===== src/rtl/panel_programmer.sv =====
// Front-panel memory loader: switches and debounced buttons enter an address and then
// a sequence of data words, which are written to RAM through a valid/ready port.
module panel_programmer #(
    parameter int unsigned DATA_WIDTH = 8,
    parameter int unsigned ADDR_WIDTH = 4
) (
    input  logic                  i_clk,
    input  logic                  i_reset_n,
    input  logic                  i_enable,
    input  logic [DATA_WIDTH-1:0] i_switches,
    input  logic                  i_btn_store,
    input  logic                  i_btn_back,
    output logic                  o_wr_valid,
    input  logic                  i_wr_ready,
    output logic [ADDR_WIDTH-1:0] o_wr_addr,
    output logic [DATA_WIDTH-1:0] o_wr_data,
    output logic                  o_prog,
    output logic [DATA_WIDTH-1:0] o_display,
    output logic [1:0]            o_state
);

    typedef enum logic [1:0] {
        ST_RUN   = 2'd0,
        ST_ADDR  = 2'd1,
        ST_DATA  = 2'd2,
        ST_WRITE = 2'd3
    } state_t;

    state_t                  state_q, state_d;
    logic [ADDR_WIDTH-1:0]   addr_q, addr_d;
    logic [DATA_WIDTH-1:0]   data_q, data_d;
    logic                    store_prev_q, back_prev_q;
    logic                    store_edge, back_edge;

    assign store_edge = i_btn_store & ~store_prev_q;
    assign back_edge  = i_btn_back  & ~back_prev_q;

    // Next-state logic; dropping i_enable leaves every state except an in-flight write.
    always_comb begin
        state_d = state_q;
        addr_d  = addr_q;
        data_d  = data_q;
        unique case (state_q)
            ST_RUN: begin
                if (i_enable) state_d = ST_ADDR;
            end
            ST_ADDR: begin
                if (!i_enable) begin
                    state_d = ST_RUN;
                end else if (store_edge) begin
                    addr_d  = i_switches[ADDR_WIDTH-1:0];
                    state_d = ST_DATA;
                end
            end
            ST_DATA: begin
                if (!i_enable) begin
                    state_d = ST_RUN;
                end else if (store_edge) begin
                    data_d  = i_switches;
                    state_d = ST_WRITE;
                end else if (back_edge) begin
                    state_d = ST_ADDR;
                end
            end
            ST_WRITE: begin
                if (i_wr_ready) begin
                    addr_d  = addr_q + ADDR_WIDTH'(1);
                    state_d = i_enable ? ST_DATA : ST_RUN;
                end
            end
            default: state_d = ST_RUN;
        endcase
    end

    always_ff @(posedge i_clk or negedge i_reset_n) begin
        if (!i_reset_n) begin
            state_q      <= ST_RUN;
            addr_q       <= '0;
            data_q       <= '0;
            store_prev_q <= 1'b0;
            back_prev_q  <= 1'b0;
        end else begin
            state_q      <= state_d;
            addr_q       <= addr_d;
            data_q       <= data_d;
            store_prev_q <= i_btn_store;
            back_prev_q  <= i_btn_back;
        end
    end

    // Status outputs decode the state register only, so they cannot glitch.
    assign o_wr_valid = (state_q == ST_WRITE);
    assign o_prog     = (state_q != ST_RUN);
    assign o_state    = state_q;
    assign o_wr_addr  = addr_q;
    assign o_wr_data  = data_q;

    // The display follows the switches live while the operator is entering values.
    always_comb begin
        o_display = '0;
        unique case (state_q)
            ST_RUN:   o_display = '0;
            ST_ADDR:  o_display = DATA_WIDTH'(i_switches[ADDR_WIDTH-1:0]);
            ST_DATA:  o_display = i_switches;
            ST_WRITE: o_display = data_q;
            default:  o_display = '0;
        endcase
    end

endmodule


===== config.mk =====
export PLATFORM = sky130hd
export DESIGN_NAME = panel_programmer
export DESIGN_NICKNAME = d
export VERILOG_FILES = /design/src/rtl/panel_programmer.sv
export SDC_FILE = /design/constraint.sdc
export NUM_CORES = 1
export LEC_CHECK = 0
export ABC_AREA = 1
export BUFFER_PORTS_ARGS = -buffer_cell sky130_fd_sc_hd__buf_2
export CAP_MARGIN = 20
export CORE_ASPECT_RATIO = 1.25
export CORE_MARGIN = 4
export CORE_UTILIZATION = 40
export DETAILED_ROUTE_END_ITERATION = 10
export GPL_ROUTABILITY_DRIVEN = 1
export HOLD_SLACK_MARGIN = 0.06
export PLACE_DENSITY = 0.71
export SKIP_CTS_REPAIR_TIMING = 1
export SLEW_MARGIN = 20
export SYNTH_ARGS = -nofsm -noshare
export SYNTH_HDL_FRONTEND = slang
export SYNTH_SLANG_ARGS = --single-unit

===== constraint.sdc =====
create_clock -name i_clk -period 1.2 [get_ports i_clk]
set_input_delay 0.06 -clock i_clk [delete_from_list [all_inputs] [get_ports i_clk]]
set_output_delay 0.06 -clock i_clk [all_outputs]
set_load 0.02 [all_outputs]

==> results.ini <==
[outcome]
status = finished with violations
violations = negative setup slack

[setup_path]
cpMostUsedCell = buf_6
cp_slowest_cell = dfrtp_2
crit_type = reg2out
reg2reg_from = o_state[0]
cp_max_fo = 5
arrival_ps = 1430
critPathMaxStageDelay_ps = 430
end_kind = primary output
critPathTopFamily = buffers and inverters
path_buf_inv = 3
worstSetupStartpoint = o_state[0]
crit_path_start_kind = flip-flop
critPathRequiredTime_ps = 1140
crit_chain = buf_6, nor2_4, buf_6, nand2_1, o21ai_1, buf_4

[cts]
cts.path.max_buffers = 2
clkTransAtPathRegs_ps = 100
clk_latency_ps = 290
numCtsBuffers = 3
htree_levels = 1
clock_sinks = 16
cts_root_buffer = clkbuf_4
cts_tree = done

[timing]
min_period_ps = 1490
final_hold_viol_count = 0
rsz0062_at_grt = yes
clock.fmax_ghz = 0.671
relSlewSlack = 0.742
tightestPinTransition_ps = 387
hold_ws_ps = 66.9
final_max_slew_viol_count = 0
period_share = 1.24
setup_viol = 20
skew_ps = 4.81
setup_ws_ps = -291

[power]
ir_drop_v = 0.00148
power_density_nw_per_um2 = 2560
pwr-share-seq = 0.242
p_leak_nw = 0.811
combPwrFrac = 0.681
swShare = 0.483
p_total_mw = 3.90
power_frac_clock = 0.077
p_int_mw = 2.02
switchingPower_mw = 1.88

[synthesis]
ys_seq_area_frac = 0.443
ys_top_cells_by_area = dfrtp_1, nand2_1, o21ai_0
ys_types = 18
syn-num-nets = 142
synth_top_area_share = 0.443
avgSynthCellArea_sq_um = 7.11
synthCells = 127
synth_largest_area_cell = dfrtp_1
netlist_area_sq_um = 903
synth-warning-count = 0
synth_seq_cells = 16

[cells_and_area]
fillers = 192
area_delta_synth_final_pct = 68.8
final_cells = 227
diodes = 0
fin_nets = 212
drive_gt1_frac = 0.454

[die]
die-area_sq_um = 3090
core_sq_um = 2190
die_h_microns = 61.1
rows = 19
io_pins = 38
start_util = 0.413
die_w_microns = 50.5

[hold_path]
min-delay-start = i_switches[7]
hp-class = in2reg

[drt]
ant_nets = 0
drt_first_iter_violations = 20
vias_per_cell = 4.71
dr.pass1.iters = 4
wire_per_inst_microns = 12.5
routed-via-count = 1070
drt_wl_total_mm = 2.85
drc = 0

[global_route]
grt_pass1_vias = 920
grt_overflow = 0
grt_usage = 0.172
grt_pass1_wl_mm = 3.94
antenna_found_initial = 0
grt_max_degree = 17

[flow_run]
maxCapViolCount = 0

[placement]
place_ws_ps = -110
dp_cells = 209
dp_hpwl_mm = 1.95
gp_congestion = 0.895
port_buffers = 37

==> per-layer routing <==
layer | global-route usage | vias up | wire [microns] | part of all wire
met5 | 0 | - | 0 | 0
met1 | 0.191 | 493 | 1110 | 0.39
met3 | 0.0412 | 4 | 152 | 0.053
met2 | 0.312 | 29 | 1540 | 0.54
li1 | - | 544 | - | -
met4 | 0.0808 | 0 | 44 | 0.015
==> kinds of logic after synthesis <==
logic type | count (synthesis) | share of synthesized area
AND/OR/NAND/NOR | 71 | 0.331
AO/OA/AOI/OAI | 21 | 0.126
buffers and inverters | 18 | 0.0859
flip-flops | 16 | 0.443
adder cells (fa/ha/maj) | 1 | 0.0138
==> worst register-to-register path, cell delays in order, from the launching register on <==
cell,delay (ps)
dfrtp_2,430
buf_6,140
nor2_4,130
buf_4,150
inv_4,50
nor2_4,170
nand2_1,70
o21ai_1,60
==> cells in the final DEF (no fill, tap or decap) <==
master         synthesis  final
nand2_1               51     42
buf_2                  1     28
buf_4                  0     20
dfrtp_1               16     14
inv_1                 13     12
dlygate4sd3_1          0     10
nand2_2                1      9
nand3_1               10      9
buf_6                  1      8
o21ai_2                2      5
nor2_1                 6      5
o21ai_0               11      5
o21ai_1                1      4
nor2_4                 2      3
a21oi_2                0      3
clkbuf_4               0      3
inv_2                  2      2
a21oi_1                6      2
dfrtp_2                0      2
nor2_2                 0      1
clkinv_2               1      1
nand2_4                0      1
a21oi_4                0      1
inv_4                  0      1
o22ai_1                1      1
nand3_4                0      1
nand4_1                1      1
ha_1                   1      1
clkbuf_1               0      1
==> worst paths after layout <==
check / end / slack (ps) / cells past startpoint
min in group asynchronous: o_wr_addr[3] / 220 / 2
setup / recovery: o_display[5] / -290 / 6
hold reg to reg: o_wr_data[1] / 540 / 2
max in group asynchronous: o_state[1] / 690 / 2
hold / removal: o_wr_data[7] / 70 / 3
setup reg to reg: o_wr_data[4] / -70 / 7
==> power groups by stage <==
stage / combinational, mW / clock (mW) / sequential, mW
floorplan: 0.979 / 0 / 1.27
global placement: 2.19 / 0 / 0.921
detailed placement: 2.23 / 0 / 0.931
CTS: 2.24 / 0.311 / 0.923
global route: 2.86 / 0.341 / 0.974
finish: 2.66 / 0.299 / 0.943
==> area by class of cell <==
class | instances | area, sq um | area share
multi-input cells | 94 | 513 | 0.336
repair buffers | 66 | 480 | 0.315
inverters | 16 | 63.8 | 0.0418
clock buffers | 4 | 26.3 | 0.0172
well taps | 31 | 38.8 | 0.0254
flip-flops and latches | 16 | 403 | 0.264
==> synth_stat cells <==
cell type  count
nand2_1       51
dfrtp_1       16
inv_1         13
o21ai_0       11
nand3_1       10
a21oi_1        6
nor2_1         6
inv_2          2
nor2_4         2
o21ai_2        2
buf_2          1
buf_6          1
clkinv_2       1
ha_1           1
nand2_2        1
nand4_1        1
o21ai_1        1
o22ai_1        1
==> per-stage QoR <==
| stage | instance area [sq um] | setup TNS, ps | utilization |
|---|---|---|---|
| after global routing | 1530 | -4040 | 0.697 |
| final | 1530 | -2490 | 0.697 |
| after CTS | 1280 | -3540 | 0.588 |
| after global placement | 1260 | -263 | 0.576 |
| after detailed placement | 1260 | -683 | 0.576 |
| after floorplan | 931 | -160 | - |
==> flip-flops by register name, summed over array words and instances (netlist names) <==
name          cells
o_wr_data         8
o_wr_addr         4
o_state           2
back_prev_q       1
store_prev_q      1
(Power assumes the default switching activity.)
